===== src/rtl/div_ctrl_if.sv =====
// rtl/div_ctrl_if.sv - request/result and divider-IP stream signals of div_ctrl
// slave = controller side, master = EX stage plus the two divider IPs.
interface div_ctrl_if #(
    parameter int DW = 32
);
    logic            req_valid;
    logic            req_signed;
    logic            req_mod;
    logic [DW-1:0]   req_src1;
    logic [DW-1:0]   req_src2;
    logic            req_ready;
    logic            cancel;
    logic            done;
    logic            res_ack;
    logic [DW-1:0]   result;
    logic            busy;

    logic [DW-1:0]   dividend_tdata;
    logic [DW-1:0]   divisor_tdata;

    logic            s_dividend_tvalid;
    logic            s_divisor_tvalid;
    logic            s_dividend_tready;
    logic            s_divisor_tready;
    logic            s_dout_tvalid;
    logic [2*DW-1:0] s_dout_tdata;

    logic            u_dividend_tvalid;
    logic            u_divisor_tvalid;
    logic            u_dividend_tready;
    logic            u_divisor_tready;
    logic            u_dout_tvalid;
    logic [2*DW-1:0] u_dout_tdata;

    modport slave (
        input  req_valid, req_signed, req_mod, req_src1, req_src2, cancel, res_ack,
        input  s_dividend_tready, s_divisor_tready, s_dout_tvalid, s_dout_tdata,
        input  u_dividend_tready, u_divisor_tready, u_dout_tvalid, u_dout_tdata,
        output req_ready, done, result, busy, dividend_tdata, divisor_tdata,
        output s_dividend_tvalid, s_divisor_tvalid, u_dividend_tvalid, u_divisor_tvalid
    );

    modport master (
        output req_valid, req_signed, req_mod, req_src1, req_src2, cancel, res_ack,
        output s_dividend_tready, s_divisor_tready, s_dout_tvalid, s_dout_tdata,
        output u_dividend_tready, u_divisor_tready, u_dout_tvalid, u_dout_tdata,
        input  req_ready, done, result, busy, dividend_tdata, divisor_tdata,
        input  s_dividend_tvalid, s_divisor_tvalid, u_dividend_tvalid, u_divisor_tvalid
    );
endinterface


===== src/rtl/div_ctrl.sv =====
// rtl/div_ctrl.sv - sequences div/mod ops onto a signed or unsigned divider IP
// Optional macro DIV_ZERO_FAST_EN: zero divisors complete directly without the IP.
module div_ctrl #(
    parameter int DW       = 32,
    parameter bit DOUT_QHI = 1'b1
) (
    input  logic      clk,
    input  logic      reset,
    div_ctrl_if.slave bus
);
    typedef enum logic [2:0] {IDLE, ISSUE, WAIT, DONE, DRAIN} state_t;

    state_t          state;
    state_t          state_nx;

    logic [DW-1:0]   src1_q;
    logic [DW-1:0]   src2_q;
    logic [DW-1:0]   result_q;
    logic            sgn_q;
    logic            mod_q;
    logic            kill_flag;
    logic            dvd_done;
    logic            dvs_done;

    logic            dvd_tready;
    logic            dvs_tready;
    logic            dout_tvalid;
    logic [2*DW-1:0] dout_tdata;
    logic            dvd_pend;
    logic            dvs_pend;
    logic            dvd_hs;
    logic            dvs_hs;
    logic            issue_done;
    logic            accept;
    logic            fast_zero;
    logic            latch_res;
    logic [DW-1:0]   quo;
    logic [DW-1:0]   rem;

    // Only the IP chosen by the latched signed bit is ever looked at.
    assign dvd_tready  = sgn_q ? bus.s_dividend_tready : bus.u_dividend_tready;
    assign dvs_tready  = sgn_q ? bus.s_divisor_tready  : bus.u_divisor_tready;
    assign dout_tvalid = sgn_q ? bus.s_dout_tvalid     : bus.u_dout_tvalid;
    assign dout_tdata  = sgn_q ? bus.s_dout_tdata      : bus.u_dout_tdata;

    assign dvd_pend   = (state == ISSUE) && !dvd_done;
    assign dvs_pend   = (state == ISSUE) && !dvs_done;
    assign dvd_hs     = dvd_pend && dvd_tready;
    assign dvs_hs     = dvs_pend && dvs_tready;
    assign issue_done = (dvd_done || dvd_hs) && (dvs_done || dvs_hs);
    assign accept     = (state == IDLE) && bus.req_valid && !bus.cancel;

`ifdef DIV_ZERO_FAST_EN
    assign fast_zero = accept && (bus.req_src2 == '0);
`else
    assign fast_zero = 1'b0;
`endif

    assign quo = DOUT_QHI ? dout_tdata[2*DW-1:DW] : dout_tdata[DW-1:0];
    assign rem = DOUT_QHI ? dout_tdata[DW-1:0]    : dout_tdata[2*DW-1:DW];

    always_ff @(posedge clk or posedge reset) begin
        if (reset) begin
            state <= IDLE;
        end else begin
            state <= state_nx;
        end
    end

    always_comb begin
        state_nx  = state;
        latch_res = 1'b0;
        case (state)
            IDLE: begin
                if (accept) begin
                    state_nx = fast_zero ? DONE : ISSUE;
                end
            end
            ISSUE: begin
                if (issue_done) begin
                    state_nx = (kill_flag || bus.cancel) ? DRAIN : WAIT;
                end
            end
            WAIT: begin
                // A result arriving together with cancel is already drained.
                if (bus.cancel) begin
                    state_nx = dout_tvalid ? IDLE : DRAIN;
                end else if (dout_tvalid) begin
                    state_nx  = DONE;
                    latch_res = 1'b1;
                end
            end
            DONE: begin
                if (bus.res_ack || bus.cancel) begin
                    state_nx = IDLE;
                end
            end
            DRAIN: begin
                if (dout_tvalid) begin
                    state_nx = IDLE;
                end
            end
            default: state_nx = IDLE;
        endcase
    end

    always_ff @(posedge clk or posedge reset) begin
        if (reset) begin
            src1_q    <= '0;
            src2_q    <= '0;
            sgn_q     <= 1'b0;
            mod_q     <= 1'b0;
            kill_flag <= 1'b0;
            dvd_done  <= 1'b0;
            dvs_done  <= 1'b0;
            result_q  <= '0;
        end else begin
            if (accept) begin
                src1_q    <= bus.req_src1;
                src2_q    <= bus.req_src2;
                sgn_q     <= bus.req_signed;
                mod_q     <= bus.req_mod;
                kill_flag <= 1'b0;
                dvd_done  <= 1'b0;
                dvs_done  <= 1'b0;
            end
            if (dvd_hs) begin
                dvd_done <= 1'b1;
            end
            if (dvs_hs) begin
                dvs_done <= 1'b1;
            end
            if ((state == ISSUE) && bus.cancel) begin
                kill_flag <= 1'b1;
            end
            if (latch_res) begin
                result_q <= mod_q ? rem : quo;
            end
`ifdef DIV_ZERO_FAST_EN
            if (fast_zero) begin
                result_q <= bus.req_mod ? bus.req_src1 : '1;
            end
`endif
        end
    end

    assign bus.req_ready         = (state == IDLE);
    assign bus.busy              = (state != IDLE);
    assign bus.done              = (state == DONE);
    assign bus.result            = result_q;
    assign bus.dividend_tdata    = src1_q;
    assign bus.divisor_tdata     = src2_q;
    assign bus.s_dividend_tvalid = dvd_pend && sgn_q;
    assign bus.s_divisor_tvalid  = dvs_pend && sgn_q;
    assign bus.u_dividend_tvalid = dvd_pend && !sgn_q;
    assign bus.u_divisor_tvalid  = dvs_pend && !sgn_q;
endmodule


===== src/flat_wrapper.sv =====
// flat-port wrapper written by rule: the top's interface ports become plain ports
module div_ctrl_flat 
#(
    parameter int DW       = 32,
    parameter bit DOUT_QHI = 1'b1
)
  (clk, reset, bus_req_valid, bus_req_signed, bus_req_mod, bus_req_src1, bus_req_src2, bus_cancel, bus_res_ack, bus_s_dividend_tready, bus_s_divisor_tready, bus_s_dout_tvalid, bus_s_dout_tdata, bus_u_dividend_tready, bus_u_divisor_tready, bus_u_dout_tvalid, bus_u_dout_tdata, bus_req_ready, bus_done, bus_result, bus_busy, bus_dividend_tdata, bus_divisor_tdata, bus_s_dividend_tvalid, bus_s_divisor_tvalid, bus_u_dividend_tvalid, bus_u_divisor_tvalid);
  div_ctrl_if #(.DW(DW)) bus_i ();
  input  logic clk;
  input  logic reset;
  input wire logic [$bits(bus_i.req_valid)-1:0] bus_req_valid;
  input wire logic [$bits(bus_i.req_signed)-1:0] bus_req_signed;
  input wire logic [$bits(bus_i.req_mod)-1:0] bus_req_mod;
  input wire logic [$bits(bus_i.req_src1)-1:0] bus_req_src1;
  input wire logic [$bits(bus_i.req_src2)-1:0] bus_req_src2;
  input wire logic [$bits(bus_i.cancel)-1:0] bus_cancel;
  input wire logic [$bits(bus_i.res_ack)-1:0] bus_res_ack;
  input wire logic [$bits(bus_i.s_dividend_tready)-1:0] bus_s_dividend_tready;
  input wire logic [$bits(bus_i.s_divisor_tready)-1:0] bus_s_divisor_tready;
  input wire logic [$bits(bus_i.s_dout_tvalid)-1:0] bus_s_dout_tvalid;
  input wire logic [$bits(bus_i.s_dout_tdata)-1:0] bus_s_dout_tdata;
  input wire logic [$bits(bus_i.u_dividend_tready)-1:0] bus_u_dividend_tready;
  input wire logic [$bits(bus_i.u_divisor_tready)-1:0] bus_u_divisor_tready;
  input wire logic [$bits(bus_i.u_dout_tvalid)-1:0] bus_u_dout_tvalid;
  input wire logic [$bits(bus_i.u_dout_tdata)-1:0] bus_u_dout_tdata;
  output wire logic [$bits(bus_i.req_ready)-1:0] bus_req_ready;
  output wire logic [$bits(bus_i.done)-1:0] bus_done;
  output wire logic [$bits(bus_i.result)-1:0] bus_result;
  output wire logic [$bits(bus_i.busy)-1:0] bus_busy;
  output wire logic [$bits(bus_i.dividend_tdata)-1:0] bus_dividend_tdata;
  output wire logic [$bits(bus_i.divisor_tdata)-1:0] bus_divisor_tdata;
  output wire logic [$bits(bus_i.s_dividend_tvalid)-1:0] bus_s_dividend_tvalid;
  output wire logic [$bits(bus_i.s_divisor_tvalid)-1:0] bus_s_divisor_tvalid;
  output wire logic [$bits(bus_i.u_dividend_tvalid)-1:0] bus_u_dividend_tvalid;
  output wire logic [$bits(bus_i.u_divisor_tvalid)-1:0] bus_u_divisor_tvalid;
  assign bus_i.req_valid = bus_req_valid;
  assign bus_i.req_signed = bus_req_signed;
  assign bus_i.req_mod = bus_req_mod;
  assign bus_i.req_src1 = bus_req_src1;
  assign bus_i.req_src2 = bus_req_src2;
  assign bus_i.cancel = bus_cancel;
  assign bus_i.res_ack = bus_res_ack;
  assign bus_i.s_dividend_tready = bus_s_dividend_tready;
  assign bus_i.s_divisor_tready = bus_s_divisor_tready;
  assign bus_i.s_dout_tvalid = bus_s_dout_tvalid;
  assign bus_i.s_dout_tdata = bus_s_dout_tdata;
  assign bus_i.u_dividend_tready = bus_u_dividend_tready;
  assign bus_i.u_divisor_tready = bus_u_divisor_tready;
  assign bus_i.u_dout_tvalid = bus_u_dout_tvalid;
  assign bus_i.u_dout_tdata = bus_u_dout_tdata;
  assign bus_req_ready = bus_i.req_ready;
  assign bus_done = bus_i.done;
  assign bus_result = bus_i.result;
  assign bus_busy = bus_i.busy;
  assign bus_dividend_tdata = bus_i.dividend_tdata;
  assign bus_divisor_tdata = bus_i.divisor_tdata;
  assign bus_s_dividend_tvalid = bus_i.s_dividend_tvalid;
  assign bus_s_divisor_tvalid = bus_i.s_divisor_tvalid;
  assign bus_u_dividend_tvalid = bus_i.u_dividend_tvalid;
  assign bus_u_divisor_tvalid = bus_i.u_divisor_tvalid;
  div_ctrl #(.DW(DW), .DOUT_QHI(DOUT_QHI)) u_core (.clk(clk), .reset(reset), .bus(bus_i));
endmodule

===== config.mk =====
export PLATFORM = sky130hd
export DESIGN_NAME = div_ctrl_flat
export DESIGN_NICKNAME = d
export VERILOG_FILES = /design/src/rtl/div_ctrl_if.sv /design/src/rtl/div_ctrl.sv /design/src/flat_wrapper.sv
export SDC_FILE = /design/constraint.sdc
export NUM_CORES = 1
export LEC_CHECK = 0
export ABC_AREA = 1
export CORE_UTILIZATION = 30
export CTS_BUF_LIST = sky130_fd_sc_hd__clkbuf_8
export DETAILED_ROUTE_END_ITERATION = 6
export GPL_ROUTABILITY_DRIVEN = 0
export PLACE_DENSITY = 0.69
export SETUP_SLACK_MARGIN = 0.02
export SKIP_LAST_GASP = 1
export SLEW_MARGIN = 20
export SYNTH_ARGS = -nofsm -noshare
export SYNTH_HDL_FRONTEND = slang
export SYNTH_SLANG_ARGS = --single-unit

===== constraint.sdc =====
create_clock -name clk -period 10.5 [get_ports clk]
set_input_delay 2.1 -clock clk [delete_from_list [all_inputs] [get_ports clk]]
set_output_delay 2.1 -clock clk [all_outputs]
set_load 0.02 [all_outputs]

==> impl_metrics.py, run 1 <==
metrics = {
    "outcome": {
        "outcome": "finished, final reports clean",
    },
    "drt": {
        "vias_per_cell": 4.519,
        "drt-initial-drc-count": 352,
        "wirelength_um": 17100,
        "drcViolationCount": 0,
        "dr.pass1.iters": 5,
        "num_vias": 5333,
        "wire_per_inst_um": 14.49,
        "ant_nets": 0,
    },
    "cts": {
        "ctsHoldBuffers": 0,
        "numCtsBuffers": 9,
        "post-cts-setup-buffers": 0,
        "ctsRootBufferMaster": "clkbuf_8",
        "post_cts_resize_count": 0,
        "htree_levels": 3,
        "insertion_delay_ns": 0.38,
        "cts.sinks": 104,
        "cts_tree": "done",
        "clk_pin_slew_worst_paths_ns": 0.10,
        "clockBufferDepth": 2,
    },
    "synth": {
        "synth_cell_types": 19,
        "synth-seq-cells": 104,
        "syn-num-nets": 878,
        "netlist_area_um2": 5071,
        "avgSynthCellArea_um2": 7.535,
        "ys_warn_count": 0,
        "syn_inst": 673,
        "yosysSeqAreaShare_pct": 51.32,
    },
    "sta": {
        "fmax_mhz": 240.1,
        "fin_crit_sh_pct": 39.66,
        "drv_slew": 0,
        "fin_tns_setup_ns": 0,
        "fin_crit_ns": 4.165,
        "maxSlewHeadroom_pct": 44.69,
        "final_hold_viol_count": 0,
        "fin_ws_ns": 6.335,
        "fin_worst_skew_ns": 0.01956,
        "whs_ns": 0.4851,
        "grt_setup_unrepaired": "false",
        "worst_pin_slew_ns": 0.8297,
        "setup_viol": 0,
    },
    "finish": {
        "layout-drive-gt1-share_pct": 3.333,
        "final_common_cell": "clkdlybuf4s50_1",
        "antennaDiodeCount": 0,
        "seq_area_um2": 2604,
        "fillerInstances": 1586,
        "multiInputGateArea_um2": 2120,
        "areaGrowthSynthToFinish_pct": 65.51,
        "final_cell_mix": "clkdlybuf4s50_1, nand2_1, nor2_1",
        "fin_nets": 1161,
    },
    "floorplan": {
        "start_util_pct": 30.69,
        "die_area_um2": 17430,
        "num_rows": 47,
        "die_h_um": 132.0,
        "dieWidth_um": 132.0,
        "core_region_area_um2": 16520,
        "ios": 308,
    },
    "worst_setup_path": {
        "crit_fanout": 5,
        "end_kind": "output pin",
        "r2r_slack_ns": 8.18,
        "worst-endpoint-arrival_ns": 2.06,
        "cp.required_ns": 8.40,
        "start_kind": "register",
        "path_class": "register to output pin",
    },
    "grt": {
        "grt_pass1_vias": 5099,
        "grt_pass1_wl_um": 27380,
        "antenna_found_initial": 0,
        "grt_util_all_layers_pct": 20.02,
        "grt_max_degree": 71,
        "gr-total-overflow": 0,
    },
    "run": {
        "drv_cap": 0,
    },
    "place": {
        "hpwl_um": 11990,
        "dp_slack_ns": 6.267,
        "numPortBuffers": 307,
    },
    "pwr": {
        "cellLeakagePower_nw": 3.773,
        "ir_worst_vdd_mv": 0.1338,
        "power_density_nw_per_um2": 265.7,
    },
    "hold_path": {
        "hold_path.class": "register to register",
    },
}
==> cell type report <==
| class | count | share of cell area, % |
|---|---|---|
| Clock buffer | 9 | 1.476 |
| Clock inverter | 6 | 0.9094 |
| Inverter | 17 | 0.8199 |
| Multi-Input combinational cell | 510 | 25.25 |
| Sequential cell | 104 | 31.02 |
| Tap cell | 220 | 3.280 |
| Timing Repair Buffer | 314 | 37.24 |
==> power by group <==
group          switching (W)  internal [W]
Combinational       0.000703      0.000563
Sequential          0.000105      0.000590
Clock               0.000155      0.000114
==> synthesized netlist by cell type <==
master	instances	share of area [%]
nand2_1	215	16
nor2_1	176	13
dfrtp_1	104	51
o21ai_0	65	6.4
a31oi_1	32	3.9
buf_6	14	3.1
inv_1	14	1.0
clkbuf_1	13	0.96
buf_2	9	0.89
nand3_1	8	0.79
nand4_1	4	0.49
o21ai_1	4	0.39
buf_1	3	0.22
buf_4	3	0.44
inv_2	3	0.22
nand2_2	2	0.25
or2_2	2	0.25
a21oi_1	1	0.099
nor2_4	1	0.22
==> worst paths after layout <==
check                      cells past startpoint                          from                            to
setup / recovery                               4               u_core.state[1]         bus_s_dividend_tvalid
hold / removal                                 2  u_core.bus.divisor_tdata[30]  u_core.bus.divisor_tdata[30]
setup reg to reg                               7               u_core.state[1]               u_core.dvd_done
hold reg to reg                                2  u_core.bus.divisor_tdata[30]  u_core.bus.divisor_tdata[30]
max in group asynchronous                      3                         reset   u_core.bus.divisor_tdata[3]
min in group asynchronous                      2                         reset         u_core.bus.result[25]
==> cell families (layout without fill, tap and decap cells) <==
kind of cell    Yosys count  in the layout  synth area share, %
flops                   104            104                51.32
simple gates            408            408                30.94
compound gates          102            102                10.86
buf+inv                  59            346                6.884
==> critical path: stages (launching register included) <==
cell and delay [ns]:
dfrtp_1 0.44, nor2_1 0.29, nand3_1 0.22, nor2_1 0.14, clkdlybuf4s50_1 0.62
==> stage by stage <==
step	instances	util, %	power [W]	cell area [um2]
2_1_floorplan	673	-	0.001400	5071
3_3_place_gp	1165	49.56	0.001963	8190
3_5_place_dp	1165	49.58	0.001976	8193
4_1_cts	1180	50.79	0.002255	8393
5_1_grt	1180	50.79	0.002398	8393
6_report	1180	50.79	0.002230	8393
==> sequential cells by signal (all words and copies together) (netlist names) <==
signal	count
u_core.bus.dividend_tdata	32
u_core.bus.divisor_tdata	32
u_core.bus.result	32
u_core.state	3
u_core.dvd_done	1
u_core.dvs_done	1
u_core.kill_flag	1
u_core.mod_q	1
u_core.sgn_q	1
==> layer usage <==
metal  part of all wire, %  vias up  GRT usage (%)
met5                     0        -              0
met4                   4.3        0          11.24
met1                    42     2390          25.90
met2                    47      207          31.36
li1                      -     2688              -
met3                   6.6       48          3.960
Note: power is estimated with default switching activity, not from simulation.
==> run 2, diff against run 1 <==
Settings changed: PLACE_DENSITY 0.69 to 0.72.
Clock period 10.5 ns to 3.6 ns, I/O delays scaled along.
==> impl_metrics.py, run 2 (same netlist as run 1, synthesis figures left out) <==
metrics = {
    "floorplan": {
        "die_h_um": 132.0,
        "dieWidth_um": 132.0,
        "ios": 308,
        "core_region_area_um2": 16520,
        "die_area_um2": 17430,
        "num_rows": 47,
        "start_util_pct": 30.69,
    },
    "grt": {
        "grt_pass1_vias": 5148,
        "gr-total-overflow": 0,
        "grt_max_degree": 69,
        "antenna_found_initial": 0,
        "grt_pass1_wl_um": 27410,
        "grt_util_all_layers_pct": 20.01,
    },
    "cts": {
        "clockBufferDepth": 2,
        "ctsHoldBuffers": 0,
        "ctsRootBufferMaster": "clkbuf_8",
        "insertion_delay_ns": 0.37,
        "htree_levels": 3,
        "cts.sinks": 104,
        "cts_tree": "done",
        "numCtsBuffers": 9,
        "clk_pin_slew_worst_paths_ns": 0.11,
        "post-cts-setup-buffers": 0,
        "post_cts_resize_count": 0,
    },
    "worst_setup_path": {
        "end_kind": "output pin",
        "crit_fanout": 5,
        "path_class": "register to output pin",
        "cpMostUsedCell": "nor2_1",
        "start_kind": "register",
        "crit_slowest_cell": "clkdlybuf4s50_1",
        "cpPeakStageDelay_ns": 0.61,
        "cp_cell_sequence": "nor2_1 > nand3_1 > nor2_1 > clkdlybuf4s50_1",
        "worst-endpoint-arrival_ns": 2.03,
        "cp.required_ns": 2.88,
    },
    "sta": {
        "fin_worst_skew_ns": 0.01324,
        "drv_slew": 0,
        "fmax_mhz": 363.4,
        "final_hold_viol_count": 0,
        "setup_viol": 0,
        "fin_crit_ns": 2.752,
        "fin_crit_sh_pct": 76.43,
        "maxSlewHeadroom_pct": 53.97,
        "whs_ns": 0.4885,
        "fin_tns_setup_ns": 0,
        "worst_pin_slew_ns": 0.6904,
        "grt_setup_unrepaired": "false",
    },
    "drt": {
        "wirelength_um": 17040,
        "wire_per_inst_um": 14.41,
        "drcViolationCount": 0,
        "ant_nets": 0,
        "dr.pass1.iters": 5,
        "vias_per_cell": 4.463,
        "drt-initial-drc-count": 301,
        "num_vias": 5280,
    },
    "finish": {
        "layout-drive-gt1-share_pct": 3.531,
        "areaGrowthSynthToFinish_pct": 65.80,
        "fin_nets": 1163,
        "final_cell_mix": "clkdlybuf4s50_1, nand2_1, nor2_1",
        "antennaDiodeCount": 0,
        "final_common_cell": "clkdlybuf4s50_1",
        "postLayoutCellArea_um2": 8408,
    },
    "pwr": {
        "cellLeakagePower_nw": 3.782,
        "power_density_nw_per_um2": 766.0,
        "ir_worst_vdd_mv": 0.8225,
    },
    "hold_path": {
        "hold_path.class": "register to register",
    },
    "place": {
        "numPortBuffers": 307,
        "placed_cell_area_um2": 8230,
        "hpwl_um": 12280,
    },
    "outcome": {
        "outcome": "finished, final reports clean",
    },
    "run": {
        "drv_cap": 0,
    },
}
[run 2: path summary, 6_finish.rpt]
| kind | slack, ns | cells past startpoint | startpoint | end |
|---|---|---|---|---|
| max reg2reg | 1.48 | 8 | u_core.sgn_q | u_core.bus.result[26] |
| max | 0.85 | 4 | u_core.state[1] | bus_s_dividend_tvalid |
| min | 0.49 | 2 | u_core.bus.divisor_tdata[11] | u_core.bus.divisor_tdata[11] |
| max in group asynchronous | 2.11 | 3 | reset | u_core.bus.dividend_tdata[23] |
| min reg2reg | 0.49 | 2 | u_core.bus.divisor_tdata[11] | u_core.bus.divisor_tdata[11] |
| min in group asynchronous | 0.79 | 2 | reset | u_core.bus.divisor_tdata[7] |
[run 2: report_power, final]
| group | total [W] | switching, W | internal [W] |
|---|---|---|---|
| clock | 0.000713 | 0.000453 | 0.000260 |
| combinational | 0.00369 | 0.00204 | 0.00165 |
| sequential | 0.00204 | 0.000316 | 0.00172 |
[run 2: final cells by class]
class / count / area, um2
Fill cell: 1578 / 8117
Timing Repair Buffer: 316 / 3166
Sequential cell: 104 / 2604
Multi-Input combinational cell: 510 / 2120
Tap cell: 220 / 275.3
Clock buffer: 9 / 123.9
Inverter: 17 / 66.31
Clock inverter: 7 / 53.80
[run 2: metal layers]
| layer | up-vias | part of all wire, % | track usage, % |
|---|---|---|---|
| met3 | 27 | 4.5 | 3.576 |
| met5 | - | 0 | 0 |
| li1 | 2698 | - | - |
| met1 | 2401 | 44 | 25.47 |
| met4 | 0 | 2.7 | 8.398 |
| met2 | 154 | 49 | 33.42 |
[run 2: worst max-delay path: cells and delay by family, from the launching register on]
kind,cells,cell delay (ns)
buf+inv,1,0.61
flops,1,0.45
simple gates,3,0.60
[run 2: metrics by stage]
| stage | power (W) | utilization, % | setup WS [ns] | std cells |
|---|---|---|---|---|
| detailed placement | 0.005765 | 49.81 | 1.109 | 1167 |
| global route | 0.006937 | 50.88 | 0.7092 | 1183 |
| floorplan | 0.004085 | - | 0.1478 | 673 |
| finish | 0.006441 | 50.88 | 0.8484 | 1183 |
| CTS | 0.006502 | 50.88 | 0.8215 | 1183 |
| global placement | 0.005723 | 49.81 | 1.152 | 1167 |
==> run 3, diff against run 2 <==
Clock period 3.6 ns to 2.3 ns, I/O delays scaled along.
==> impl_metrics.py, run 3 (same netlist as run 1, synthesis figures left out) <==
metrics = {
    "run": {
        "drv_cap": 0,
    },
    "worst_setup_path": {
        "cp.required_ns": 1.84,
        "cpPeakStageDelay_ns": 0.61,
        "cp_cell_sequence": "inv_1 > nand2_2 > clkdlybuf4s50_1",
        "crit_fanout": 7,
        "start_kind": "register",
        "regToRegStartpoint": "u_core.sgn_q",
        "r2r_slack_ns": 0.50,
        "end_kind": "output pin",
        "crit_start": "u_core.state[0]",
        "crit_slowest_cell": "clkdlybuf4s50_1",
        "worst-endpoint-arrival_ns": 1.69,
        "path_class": "register to output pin",
        "path_buf_inv": 2,
        "cp_top_family": "buffers and inverters",
    },
    "cts": {
        "ctsHoldBuffers": 0,
        "post_cts_resize_count": 6,
        "cts_tree": "done",
        "clk_pin_slew_worst_paths_ns": 0.11,
        "insertion_delay_ns": 0.38,
        "post-cts-setup-buffers": 0,
        "htree_levels": 3,
        "numCtsBuffers": 9,
        "cts.sinks": 104,
        "clockBufferDepth": 2,
        "ctsRootBufferMaster": "clkbuf_8",
    },
    "grt": {
        "grt_max_degree": 66,
        "gr-total-overflow": 0,
        "grt_pass1_wl_um": 26830,
        "antenna_found_initial": 0,
        "grt_pass1_vias": 5011,
        "grt_util_all_layers_pct": 19.40,
    },
    "sta": {
        "drv_slew": 0,
        "final_hold_viol_count": 0,
        "fin_worst_skew_ns": 0.01742,
        "fin_crit_ns": 2.150,
        "fin_tns_setup_ns": 0,
        "worst_pin_slew_ns": 0.6291,
        "fin_crit_sh_pct": 93.49,
        "setup_viol": 0,
        "maxSlewHeadroom_pct": 58.06,
        "grt_setup_unrepaired": "false",
        "fmax_mhz": 465.1,
    },
    "drt": {
        "num_vias": 5325,
        "wire_per_inst_um": 14.25,
        "drcViolationCount": 2,
        "dr.pass1.iters": 6,
        "vias_per_cell": 4.497,
        "drt-initial-drc-count": 329,
        "wirelength_um": 16870,
        "ant_nets": 0,
    },
    "floorplan": {
        "core_region_area_um2": 16520,
        "ios": 308,
        "dieWidth_um": 132.0,
        "start_util_pct": 30.69,
        "num_rows": 47,
        "die_h_um": 132.0,
        "die_area_um2": 17430,
    },
    "hold_path": {
        "hold_path.class": "primary input to asynchronous set/reset pin",
    },
    "finish": {
        "final_common_cell": "clkdlybuf4s50_1",
        "areaGrowthSynthToFinish_pct": 68.02,
        "postLayoutCellArea_um2": 8521,
        "fin_nets": 1164,
        "layout-drive-gt1-share_pct": 3.838,
        "antennaDiodeCount": 0,
        "final_cell_mix": "clkdlybuf4s50_1, nand2_1, nor2_1",
    },
    "pwr": {
        "ir_worst_vdd_mv": 0.7488,
        "cellLeakagePower_nw": 3.837,
        "power_density_nw_per_um2": 1211,
    },
    "outcome": {
        "violations": "DRC",
        "outcome": "finished with violations",
    },
    "place": {
        "placed_cell_area_um2": 8302,
        "hpwl_um": 12360,
        "numPortBuffers": 307,
    },
}
## run 3: path summary, 6_finish.rpt
path	end	depth (start not counted)
min in group clk	u_core.bus.dividend_tdata[21]	2
hold reg to reg	u_core.bus.dividend_tdata[21]	2
setup reg to reg	u_core.bus.result[12]	4
max in group asynchronous	u_core.bus.divisor_tdata[14]	3
hold / removal	u_core.bus.dividend_tdata[7]	2
setup / recovery	bus_busy	3
## run 3: metrics by stage
stage	utilization (%)	total power, W	std cells	worst slack [ns]	hold slack [ns]
2_1_floorplan	-	0.006394	673	0.5944	0.4562
3_3_place_gp	50.24	0.009040	1168	0.2803	0.4611
3_5_place_dp	50.24	0.009126	1168	0.2348	0.4637
4_1_cts	51.56	0.01041	1184	0.1201	0.3570
5_1_grt	51.56	0.01106	1184	0.02925	0.3679
6_report	51.56	0.01032	1184	0.1497	0.3763
## run 3: per-layer routing
layer,GRT usage [%],wire (um)
met1,24.71,7132
met5,0,0
met4,7.494,424
met3,3.230,910
met2,32.89,8405
## run 3: layout make-up
type,count,area [um2]
clock buffers,9,123.9
clock inverters,7,98.84
fillers,1574,8004
inverters,17,67.56
multi-input cells,510,2122
flip-flops and latches,104,2604
well taps,220,275.3
repair buffers,317,3229
## run 3: report_power, final
part / internal (W) / total [W] / switching (W)
sequential: 0.00269 / 0.00323 / 0.000535
clock: 0.000538 / 0.00127 / 0.000736
combinational: 0.00262 / 0.00582 / 0.00320
total: 0.00585 / 0.0103 / 0.00447
